## config.mk

```make
export PLATFORM = sky130hd
export DESIGN_NAME = if_fetch
export DESIGN_NICKNAME = d
export VERILOG_FILES = /design/src/rtl/if_fetch.sv
export SDC_FILE = /design/constraint.sdc
export NUM_CORES = 1
export LEC_CHECK = 0
export BUFFER_PORTS_ARGS = -buffer_cell sky130_fd_sc_hd__buf_2
export CAP_MARGIN = 30
export CORE_MARGIN = 4
export CORE_UTILIZATION = 45
export CTS_BUF_LIST = sky130_fd_sc_hd__clkbuf_16
export DETAILED_ROUTE_END_ITERATION = 10
export GPL_TIMING_DRIVEN = 0
export PLACE_DENSITY_LB_ADDON = 0.3
export SLEW_MARGIN = 30
export SYNTH_ARGS = -nofsm -noshare
export SYNTH_HDL_FRONTEND = slang
export SYNTH_SLANG_ARGS = --single-unit
```

## constraint.sdc

```tcl
create_clock -name clk -period 2.55 [get_ports clk]
set_input_delay 0.3825 -clock clk [delete_from_list [all_inputs] [get_ports clk]]
set_output_delay 0.3825 -clock clk [all_outputs]
set_load 0.02 [all_outputs]
```

## src/rtl/if_fetch.sv

```systemverilog
// Instruction fetch: assembles a 32-bit instruction from four byte reads and holds it for decode.
// Optional direct-mapped icache enabled by defining ICACHE_EN.
module if_fetch #(
  parameter logic [31:0] RESET_PC     = 32'h0,
  parameter int unsigned ICACHE_IDX_W = 6
) (
  input  logic        clk,
  input  logic        rst,
  input  logic        mem_busy_i,
  output logic [31:0] mem_a_o,
  output logic        mem_rd_o,
  input  logic [7:0]  mem_din_i,
  input  logic        jump_i,
  input  logic [31:0] jump_addr_i,
  input  logic        id_ready_i,
  output logic        inst_valid_o,
  output logic [31:0] pc_o,
  output logic [31:0] inst_o
);

  typedef enum logic [0:0] {StFetch, StHold} state_e;

  state_e      state_q, state_d;
  logic [31:0] pc_q, pc_d;
  logic [2:0]  issue_idx_q, issue_idx_d;
  logic [1:0]  recv_idx_q, recv_idx_d;
  logic        pend_q, pend_d;
  logic [7:0]  b0_q, b0_d, b1_q, b1_d, b2_q, b2_d;
  logic [31:0] inst_q, inst_d;
  logic        valid_q, valid_d;

  logic        issue;
  logic        fill_done;
  logic        hit;
  logic [31:0] hit_inst;

  always_comb begin
    state_d     = state_q;
    pc_d        = pc_q;
    issue_idx_d = issue_idx_q;
    recv_idx_d  = recv_idx_q;
    pend_d      = pend_q;
    b0_d        = b0_q;
    b1_d        = b1_q;
    b2_d        = b2_q;
    inst_d      = inst_q;
    valid_d     = valid_q;
    issue       = 1'b0;
    fill_done   = 1'b0;

    if (jump_i) begin
      // Redirect wins over everything, including a same-cycle decode accept.
      pc_d        = jump_addr_i;
      state_d     = StFetch;
      issue_idx_d = 3'd0;
      recv_idx_d  = 2'd0;
      pend_d      = 1'b0;
      valid_d     = 1'b0;
    end else begin
      unique case (state_q)
        StFetch: begin
          if (hit) begin
            inst_d  = hit_inst;
            valid_d = 1'b1;
            state_d = StHold;
            pend_d  = 1'b0;
          end else begin
            if (pend_q) begin
              unique case (recv_idx_q)
                2'd0: b0_d = mem_din_i;
                2'd1: b1_d = mem_din_i;
                2'd2: b2_d = mem_din_i;
                2'd3: begin
                  inst_d    = {mem_din_i, b2_q, b1_q, b0_q};
                  valid_d   = 1'b1;
                  state_d   = StHold;
                  fill_done = 1'b1;
                end
              endcase
              recv_idx_d = recv_idx_q + 2'd1;
            end
            if (!mem_busy_i && issue_idx_q < 3'd4) begin
              issue       = 1'b1;
              pend_d      = 1'b1;
              issue_idx_d = issue_idx_q + 3'd1;
            end else begin
              pend_d = 1'b0;
            end
          end
        end
        StHold: begin
          if (id_ready_i) begin
            pc_d        = pc_q + 32'd4;
            valid_d     = 1'b0;
            issue_idx_d = 3'd0;
            recv_idx_d  = 2'd0;
            pend_d      = 1'b0;
            state_d     = StFetch;
          end
        end
        default: state_d = StFetch;
      endcase
    end
  end

  always_ff @(posedge clk) begin
    if (rst) begin
      state_q     <= StFetch;
      pc_q        <= RESET_PC;
      issue_idx_q <= 3'd0;
      recv_idx_q  <= 2'd0;
      pend_q      <= 1'b0;
      b0_q        <= 8'd0;
      b1_q        <= 8'd0;
      b2_q        <= 8'd0;
      inst_q      <= 32'd0;
      valid_q     <= 1'b0;
    end else begin
      state_q     <= state_d;
      pc_q        <= pc_d;
      issue_idx_q <= issue_idx_d;
      recv_idx_q  <= recv_idx_d;
      pend_q      <= pend_d;
      b0_q        <= b0_d;
      b1_q        <= b1_d;
      b2_q        <= b2_d;
      inst_q      <= inst_d;
      valid_q     <= valid_d;
    end
  end

`ifdef ICACHE_EN
  localparam int unsigned Entries = 2 ** ICACHE_IDX_W;
  localparam int unsigned TagW    = 30 - ICACHE_IDX_W;

  logic [Entries-1:0]      cache_valid_q;
  logic [TagW-1:0]         cache_tag_q  [Entries];
  logic [31:0]             cache_data_q [Entries];
  logic [ICACHE_IDX_W-1:0] cache_idx;
  logic [TagW-1:0]         cache_tag;

  assign cache_idx = pc_q[ICACHE_IDX_W+1:2];
  assign cache_tag = pc_q[31:ICACHE_IDX_W+2];
  // Lookup only before the first byte of this PC has gone out.
  assign hit       = (state_q == StFetch) && (issue_idx_q == 3'd0) && !pend_q &&
                     cache_valid_q[cache_idx] && (cache_tag_q[cache_idx] == cache_tag);
  assign hit_inst  = cache_data_q[cache_idx];

  always_ff @(posedge clk) begin
    if (rst) begin
      cache_valid_q <= '0;
    end else if (fill_done) begin
      cache_valid_q[cache_idx] <= 1'b1;
    end
  end

  always_ff @(posedge clk) begin
    if (fill_done) begin
      cache_tag_q[cache_idx]  <= cache_tag;
      cache_data_q[cache_idx] <= inst_d;
    end
  end
`else
  logic [32:0] unused_cfg;

  assign hit        = 1'b0;
  assign hit_inst   = 32'd0;
  assign unused_cfg = {fill_done, 32'(ICACHE_IDX_W)};
`endif

  assign mem_rd_o     = issue & ~rst;
  assign mem_a_o      = mem_rd_o ? (pc_q + {29'd0, issue_idx_q}) : 32'd0;
  assign inst_valid_o = valid_q;
  assign pc_o         = pc_q;
  assign inst_o       = inst_q;

endmodule

```

* Word level (Yosys, flattened, before mapping) *
Index checks and enable logic that the tools add are counted.

operators by class
  muxes and demuxes = 22
  equality and inequality tests = 7
  order comparisons = 1
  bitwise logic cells = 4
  reductions and logical operators = 14
  add/sub/neg operators = 4

operators with widths
  cell                                                              number
  32-bit 2-to-1 mux                                                 4
  32-bit by 3-bit adder with 32-bit output                          1
  32-bit by 3-bit adder with 32-bit output (second input constant)  1
  4-bit AND reduction                                               4
  1-bit 2-to-1 mux                                                  9
  3-bit 2-to-1 mux                                                  2
  2-bit != test (second input constant)                             3
  1-bit one-hot mux with 2 select lines                             3
  3-bit one-hot mux with 2 select lines                             1
  2-bit AND reduction                                               3
  2-bit == test (second input constant)                             2
  2-bit 2-to-1 mux                                                  2
  2-bit one-hot mux with 2 select lines                             1
  2-bit nonzero test                                                2
  3-bit by 1-bit adder with 3-bit output (second input constant)    1
  3-bit < comparator (second input constant)                        1
  1-bit inverter                                                    3
  3-bit AND reduction                                               1
  2-bit by 1-bit adder with 2-bit output (second input constant)    1
  2-bit by 1-bit == test with 1-bit output (second input constant)  1
  2-bit zero test                                                   1
  2-bit by 1-bit != test with 1-bit output (second input constant)  1
  2-bit OR reduction                                                1
  1-bit AND                                                         1
  2 further kinds                                                   2

storage, ports and cells
  output and inout port bits = 98
  register bits after elaboration = 96
  input bits = 45
  logic and storage cells = 62

* Longest topological paths before layout *
Gate-level depths: netlist of run 1.

  depth after elaboration = 7
  depth in mapped cells = 8
  depth with buffers taken out = 8

* Worst setup path after synthesis of run 1 *
OpenSTA, ideal clock, no wires.

  path type = register to output
  start point = register pc_q[1] (netlist: pc_o[1])
  end point = output mem_a_o[29]
  slack = -0.029 ns
  required time = 2.168 ns
  stages on the path, launching flop included = 8
  arrival = 2.196 ns
  cell sequence = dfxtp_1 -> ha_1 -> a211oi_1 -> nor4_4 -> and4_1 -> buf_4 -> a21o_1 -> a21oi_1

between the ends
  longest elaborated chain between the ends = 2

RTL lines
  item                                      RTL line  text
  start, declared                           24        logic [31:0] pc_q, pc_d;
  start signal, assigned                    120       pc_q <= pc_d;
  32-bit by 3-bit adder with 32-bit output  172       assign mem_a_o = mem_rd_o ? (pc_q + {29'd0, issue_idx_q}) : 32'd0;
  32-bit 2-to-1 mux                         172
  end, declared                             10        output logic [31:0] mem_a_o,

Every way passes these cells.

* Final worst setup path of run 1 *
  start point = register issue_idx_q[2]
  end point = output mem_a_o[21]

between the ends
  longest elaborated chain between the ends = 7
  elaborated cells between the ends (all ways) = 8

RTL lines
  item                                                                                              RTL line  text
  start, declared                                                                                   25        logic [2:0] issue_idx_q, issue_idx_d;
  start signal, assigned                                                                            121       issue_idx_q <= issue_idx_d;
  parallel branches: the longest is 6 deep, another holds 32-bit by 3-bit adder with 32-bit output  --
  32-bit 2-to-1 mux (*)                                                                             172

Every way passes the cells marked *.

==> results.cfg, run 1 <==
[logic_synthesis]
syn-cell-area_um2 = 4930
synth-simple-area-share = 0.302
ys_warn_count = 0
synth_top_family_by_area = simple AND/OR/NAND/NOR gates
synthMuxAreaShare = 0.0162
synth_seq_cells = 96
synthDistinctLibCells = 47
synth_compound_gate_area_share = 0.118
yosysSeqAreaShare = 0.390
syn-num-nets = 693
synth_fa_ha_area_frac = 0.0269
synth_area_per_cell_um2 = 7.72
synthXorXnorAreaFrac = 0.0960
syn-instance-count = 638

[clock_network]
htreeDepth = 3
cts.path.max_buffers = 2
hold_buffers = 0
clk_pin_slew_worst_paths_ns = 0.07
cts_sinks = 96
cts_tree = yes
clock-root-buffer = clkbuf_16
numCtsBuffers = 9
worstSkewPairLatency_ns = 0.34

[routing]
routed-via-count = 5055
drtAntennaViolNets = 0
avgRoutedWirePerCell_um = 16.0
drtIter0Drc = 361
remaining_drc_errors = 0
avgViaCountPerCell = 5.34
wl_um = 15200
dr.pass1.iters = 7

[sta]
hold_violations = 0
period_share = 1.06
maxSlewViolCount = 0
fin_crit_ns = 2.71
tightest_slew_ns = 0.699
finalSetupViolations = 21
fmax_ghz = 0.369
fin_skew_ns = 0.00563
rsz0062_at_grt = yes
slew_headroom = 0.534
layout_setup_ws_ns = -0.159
hold_slack_ns = 0.273

[worst_setup_path]
path_max_fanout = 4
cp-end-kind = output port
rrSetupSlack_ns = 0.38
reg2reg_depth = 6
start_kind = flip-flop
cp.required_ns = 2.17
path_class = flip-flop to output port
cp.arrival_ns = 2.33

[power_and_ir_drop]
powerDensity_nw_per_um2 = 503
p_leak_nw = 2.80
ir_worst_vdd_v = 0.000298
power_mw = 3.32

[die]
row_count = 37
num_io_pins = 143
start_util = 0.469
fp.dieArea_um2 = 12700
die_h_um = 113
die_w_um = 113
coreArea_um2 = 10500

[outcome]
status = finished with violations
violations = setup timing

[layout]
fin_nets = 861
most-common-layout-cells = nand2_1, buf_2, dfxtp_1
fillers = 893
area_delta_synth_final_pct = 33.9
diodes = 0
final_common_cell = nand2_1
stdcell_count = 947
final_area_um2 = 6600
drive_above_1_share = 0.297

[worst_hold_path]
hold_path_class = primary input to flip-flop
hold_depth = 3

[grt]
antenna_found_initial = 0
track_usage = 0.229
grt-ovfl-total = 0
grt_start_max_net_pins = 17
grt_pass1_vias = 4934
grt_pass1_wl_um = 23800

[placed_design]
port_buffers = 140
gp_congestion = 0.882
dpl_cell_area_um2 = 5800
dp_cells = 914
dp_hpwl_um = 10900

[job]
drv_cap = 0
-- cells by family (layout without fill, tap and decap cells) --
kind of cell | Yosys count | after routing
AO/OA/AOI/OAI | 102 | 102
XOR/XNOR | 54 | 54
adder cells (fa/ha/maj) | 10 | 10
buffers and inverters | 57 | 230
flip-flops | 96 | 96
multiplexers | 8 | 8
AND/OR/NAND/NOR | 311 | 311
-- power breakdown --
part / internal [mW] / total (mW) / switching, mW
combinational: 0.141 / 0.367 / 0.226
clock: 0.761 / 1.36 / 0.598
sequential: 1.53 / 1.59 / 0.0582
total: 2.44 / 3.32 / 0.882
-- timing repair --
item / CTS / global route
pin swaps: 17 / 25
setup endpoints to repair: 31 / 31
gates resized for setup: 56 / 43
cloned: 0 / 0
buffers inserted: 13 / 7
-- stage by stage --
stage | util | setup WS [ns] | TNS (ns)
3_5_place_dp | 0.552 | -0.166 | -2.75
3_3_place_gp | 0.552 | -0.165 | -2.43
2_1_floorplan | - | -0.0290 | -0.0505
4_1_cts | 0.610 | -0.105 | -0.609
5_1_grt | 0.628 | -0.295 | -4.09
6_report | 0.628 | -0.159 | -1.97
-- synth_stat cells, drive strengths merged --
| cell type | number | area [um^2] |
|---|---|---|
| nand2 | 146 | 548 |
| dfxtp | 96 | 1920 |
| nor2 | 76 | 285 |
| a21oi | 72 | 360 |
| clkbuf | 29 | 109 |
| xor2 | 29 | 254 |
| xnor2 | 25 | 219 |
| nand4 | 19 | 149 |
| a211oi | 17 | 138 |
| buf | 15 | 90.1 |
| inv | 12 | 45.0 |
| nor3 | 11 | 60.1 |
| and3 | 10 | 62.6 |
| nand3 | 10 | 55.1 |
| nor4 | 10 | 123 |
| ha | 9 | 113 |
| mux2i | 8 | 80.1 |
| and4 | 7 | 61.3 |
| and2 | 6 | 37.5 |
| o21ai | 5 | 25.0 |
| nor2b | 4 | 25.0 |
| nand2b | 3 | 18.8 |
| a21o | 2 | 15.0 |
| a22oi | 2 | 15.0 |
| o211ai | 2 | 15.0 |
| or2 | 2 | 12.5 |
| or3 | 2 | 12.5 |
| a221oi | 1 | 8.76 |
| a31oi | 1 | 6.26 |
| and2b | 1 | 7.51 |
| clkinv | 1 | 3.75 |
| fa | 1 | 20.0 |
| nand3b | 1 | 7.51 |
| nand4b | 1 | 8.76 |
| nor4b | 1 | 8.76 |
| or4 | 1 | 7.51 |
-- sequential cells by signal, summed over array words and instances, names as in the netlist --
name          count
inst_o           32
pc_o             32
b0_q              8
b1_q              8
b2_q              8
issue_idx_q       3
recv_idx_q        2
inst_valid_o      1
pend_q            1
state_q           1
-- worst paths after layout --
| path | start | to |
|---|---|---|
| worst max-delay path | issue_idx_q[2] | mem_a_o[21] |
| worst min register to register | inst_o[9] | inst_o[9] |
| worst max register to register | pc_o[3] | pc_o[27] |
| worst min-delay path | jump_addr_i[6] | pc_o[6] |
-- cell type report --
class / count / area, um^2 / area share
multi-input cells: 485 / 3010 / 0.456
flip-flops and latches: 96 / 1950 / 0.295
repair buffers: 159 / 927 / 0.140
clock buffers: 9 / 225 / 0.0341
plain buffers: 42 / 204 / 0.0309
well taps: 136 / 170 / 0.0258
clock inverters: 7 / 68.8 / 0.0104
inverters: 13 / 48.8 / 0.00739
-- critical path, cell delays in order, from the launching register on --
cell and delay, ns:
dfxtp_4 0.36, ha_4 0.28, o211ai_1 0.16, nor4_4 0.30
buf_4 0.20, buf_6 0.11, nand4_1 0.12, xor2_1 0.17
nor2_1 0.12, buf_4 0.16
-- per-layer routing --
layer	up-vias	global-route usage	wire, um
met4	0	0.0809	326
met1	2361	0.296	6620
met2	179	0.376	7230
li1	2479	-	-
met5	-	0	0
met3	36	0.0485	992
Power figures use the tool's default switching activity.
==> inputs of run 2 (changes only) <==
clock period = 2.76 ns   (was 2.55 ns; I/O delays follow)
==> results.cfg, run 2 (synthesis gave the netlist of run 1 again) <==
[outcome]
status = finished, final reports clean

[layout]
fin_nets = 850
drive_above_1_share = 0.265
most-common-layout-cells = nand2_1, buf_2, dfxtp_1
stdcell_count = 935
final_area_um2 = 6330
diodes = 0
fillers = 944
final_common_cell = nand2_1
area_delta_synth_final_pct = 28.5

[sta]
period_share = 0.980
slew_headroom = 0.540
tightest_slew_ns = 0.690
fin_tns_setup_ns = 0
rsz0062_at_grt = yes
fmax_ghz = 0.370
maxSlewViolCount = 0
hold_violations = 0
hold_slack_ns = 0.306
fin_crit_ns = 2.71
fin_skew_ns = 0.00524
finalSetupViolations = 0

[clock_network]
clock-root-buffer = clkbuf_16
cts_tree = yes
clk_pin_slew_worst_paths_ns = 0.07
cts_sinks = 96
hold_buffers = 0
htreeDepth = 3
worstSkewPairLatency_ns = 0.34
numCtsBuffers = 9
cts.path.max_buffers = 2

[grt]
track_usage = 0.225
grt_pass1_vias = 4717
grt_pass1_wl_um = 23300
grt_start_max_net_pins = 16
grt-ovfl-total = 0
antenna_found_initial = 0

[worst_setup_path]
critPathTopFamily = adder cells
start_kind = flip-flop
critPathMaxStageDelay_ns = 0.37
path_cells = ha_4 > inv_2 > fa_2 > nor2b_4 > o211ai_1 > buf_6 > nor4_4 > xnor2_1 > nor2_1 > buf_4
cp.arrival_ns = 2.29
cpMaxStageDelayCell = dfxtp_4
cp_num_buf_inv = 3
cp-end-kind = output port
path_max_fanout = 8
path_class = flip-flop to output port
cp.required_ns = 2.35

[routing]
drtIter0Drc = 370
wl_um = 14600
dr.pass1.iters = 5
drtAntennaViolNets = 0
avgViaCountPerCell = 5.35
avgRoutedWirePerCell_um = 15.6
remaining_drc_errors = 0
routed-via-count = 5000

[die]
die_h_um = 113
row_count = 37
fp.dieArea_um2 = 12700
start_util = 0.469
die_w_um = 113
num_io_pins = 143
coreArea_um2 = 10500

[placed_design]
dp_hpwl_um = 10900
dpl_cell_area_um2 = 5800
port_buffers = 140
dp_cells = 914
gp_congestion = 0.904

[worst_hold_path]
hold_path_class = primary input to flip-flop

[power_and_ir_drop]
ir_worst_vdd_v = 0.000262
p_leak_nw = 2.69
powerDensity_nw_per_um2 = 476
power_mw = 3.02

[job]
drv_cap = 0
==> run 2: layout make-up <==
class / instances / area [um^2] / area share
inverter: 13 / 48.8 / 0.00770
clock inverter: 6 / 60.1 / 0.00948
buffer: 42 / 195 / 0.0308
sequential: 96 / 1940 / 0.306
tap: 136 / 170 / 0.0269
clock buffer: 9 / 225 / 0.0356
multi-input combinational: 485 / 2920 / 0.461
timing repair buffer: 148 / 774 / 0.122
==> run 2: routing by layer <==
layer	wire length, um	up-vias	GRT usage
li1	-	2445	-
met1	6410	2354	0.301
met2	6840	180	0.356
met3	1070	21	0.0474
met4	235	0	0.0865
met5	0	-	0
==> run 2: worst paths after layout <==
check             cells past startpoint  slack, ns     endpoint      startpoint
setup / recovery                     10       0.05  mem_a_o[26]  issue_idx_q[0]
hold / removal                        3       0.31      pc_o[5]  jump_addr_i[5]
setup reg to reg                      6       0.66     pc_o[21]         pc_o[3]
hold reg to reg                       2       0.45   inst_o[31]      inst_o[31]
==> run 2: metrics by stage <==
stage	setup WS, ns	utilization
4_1_cts	-0.00981	0.593
2_1_floorplan	0.150	-
3_5_place_dp	-0.0545	0.552
3_3_place_gp	-0.0175	0.552
5_1_grt	-0.0565	0.603
6_report	0.0550	0.603
==> run 2: repair_timing <==
item / 4_1_cts / 5_1_grt
pin swaps: 4 / 2
buffers inserted: 5 / 3
setup endpoints to repair: 28 / 23
resized for setup: 26 / 20
==> run 2: worst reg2reg max path: stages (launching register included) <==
cell	delay [ns]
dfxtp_1	0.35
buf_2	0.20
nand4_1	0.42
nor4_4	0.48
nand3_1	0.18
xor2_1	0.17
a211oi_1	0.22
==> run 2: power breakdown <==
part	leakage (nW)	total, mW	switching, mW	internal, mW
Clock	0.144	1.22	0.527	0.694
Combinational	1.76	0.324	0.201	0.122
Sequential	0.785	1.47	0.0537	1.42
==> inputs of run 3 (changes only) <==
RECOVER_POWER = 50   (was not set)
==> results.cfg, run 3 (synthesis gave the netlist of run 1 again) <==
[sta]
finalSetupViolations = 0
slew_headroom = 0.534
rsz0062_at_grt = yes
hold_violations = 0
fin_crit_ns = 2.70
fin_skew_ns = 0.00483
period_share = 0.980
tightest_slew_ns = 0.700
layout_setup_ws_ns = 0.0561
hold_slack_ns = 0.305
maxSlewViolCount = 0
fmax_ghz = 0.370

[die]
fp.dieArea_um2 = 12700
row_count = 37
die_w_um = 113
die_h_um = 113
num_io_pins = 143
start_util = 0.469
coreArea_um2 = 10500

[worst_setup_path]
cp.arrival_ns = 2.29
cp-end-kind = output port
path_max_fanout = 8
path_class = flip-flop to output port
cp.required_ns = 2.35
start_kind = flip-flop

[power_and_ir_drop]
seqPwrFrac = 0.489
pwr-share-clk = 0.405
p_leak_nw = 2.50
powerDensity_nw_per_um2 = 480
power_frac_comb = 0.106
ir_worst_vdd_v = 0.000262
switching_share = 0.259
p_int_mw = 2.23
switchingPower_uw = 782

[layout]
final_area_um2 = 6280
drive_above_1_share = 0.209
most-common-layout-cells = nand2_1, buf_2, dfxtp_1
area_delta_synth_final_pct = 27.4
fin_nets = 850
diodes = 0
final_common_cell = nand2_1
stdcell_count = 935
post-route-util = 0.597

[clock_network]
numCtsBuffers = 9
clock-root-buffer = clkbuf_16
htreeDepth = 3
cts_tree = yes
cts_sinks = 96
hold_buffers = 0
worstSkewPairLatency_ns = 0.34
cts.path.max_buffers = 2
clk_pin_slew_worst_paths_ns = 0.07

[grt]
grt_pass1_vias = 4717
grt_start_max_net_pins = 16
track_usage = 0.225
grt_pass1_wl_um = 23300
grt-ovfl-total = 0
antenna_found_initial = 0

[placed_design]
dpl_cell_area_um2 = 5800
port_buffers = 140
place_ws_ns = -0.0545
dp_hpwl_um = 10900
dp_cells = 914
gp_congestion = 0.904

[routing]
wl_um = 14600
avgViaCountPerCell = 5.38
dr.pass1.iters = 5
remaining_drc_errors = 0
drtAntennaViolNets = 0
routed-via-count = 5027
drtIter0Drc = 382
avgRoutedWirePerCell_um = 15.6

[outcome]
status = finished, final reports clean

[worst_hold_path]
hold_path_class = primary input to flip-flop

[job]
drv_cap = 0
-- run 3: changes by cell type in the layout (fill, tap and decap cells not counted), sizes merged --
cell    previous run  this run
buf              163       118
clkbuf            36        81
-- run 3: per-stage QoR --
step	power [mW]	TNS, ns
4_1_cts	3.04	-0.0127
3_3_place_gp	1.81	-0.0175
5_1_grt	3.13	-0.0782
2_1_floorplan	1.69	0
3_5_place_dp	1.82	-0.129
6_report	3.01	0
-- run 3: power by group through the flow --
| stage | Clock (mW) | Sequential, mW | Combinational [mW] |
|---|---|---|---|
| 2_1_floorplan | 0 | 1.53 | 0.161 |
| 3_3_place_gp | 0 | 1.50 | 0.310 |
| 3_5_place_dp | 0 | 1.50 | 0.315 |
| 4_1_cts | 1.25 | 1.47 | 0.320 |
| 5_1_grt | 1.30 | 1.48 | 0.352 |
| 6_report | 1.22 | 1.47 | 0.321 |
-- run 3: final timing paths --
check	startpoint	to	slack, ns	depth (start not counted)
max	issue_idx_q[0]	mem_a_o[26]	0.06	10
min	jump_addr_i[5]	pc_o[5]	0.31	3
max reg2reg	state_q	pc_o[21]	0.54	6
min reg2reg	inst_o[31]	inst_o[31]	0.46	2
-- run 3: per-layer routing --
metal  GRT usage  wire length (um)  vias up
met5           0                 0        -
met4      0.0865               255        0
met3      0.0474              1120       21
met2       0.356              6850      184
met1       0.301              6340     2375
li1            -                 -     2447
-- run 3: worst max-delay path, stage by stage, from the launching register on --
cell	delay (ns)
dfxtp_4	0.38
ha_4	0.14
inv_2	0.03
fa_2	0.36
nor2b_4	0.15
o211ai_1	0.13
buf_6	0.18
nor4_4	0.22
xnor2_1	0.14
nor2_1	0.06
buf_4	0.16
-- run 3: what timing repair did --
item / in CTS / in global routing
pin swaps: 4 / 2
buffers inserted: 5 / 3
setup endpoints to repair: 28 / 23
gates resized for setup: 26 / 20
endpoints found under the hold margin: 0 / 0
-- run 3: layout make-up --
cell class / count / area [um^2]
Clock buffer: 9 / 225
Fill cell: 968 / 4230
Sequential cell: 96 / 1940
Tap cell: 136 / 170
Inverter: 13 / 48.8
Multi-Input combinational cell: 485 / 2920
Clock inverter: 6 / 60.1
Timing Repair Buffer: 148 / 719
Buffer: 42 / 194
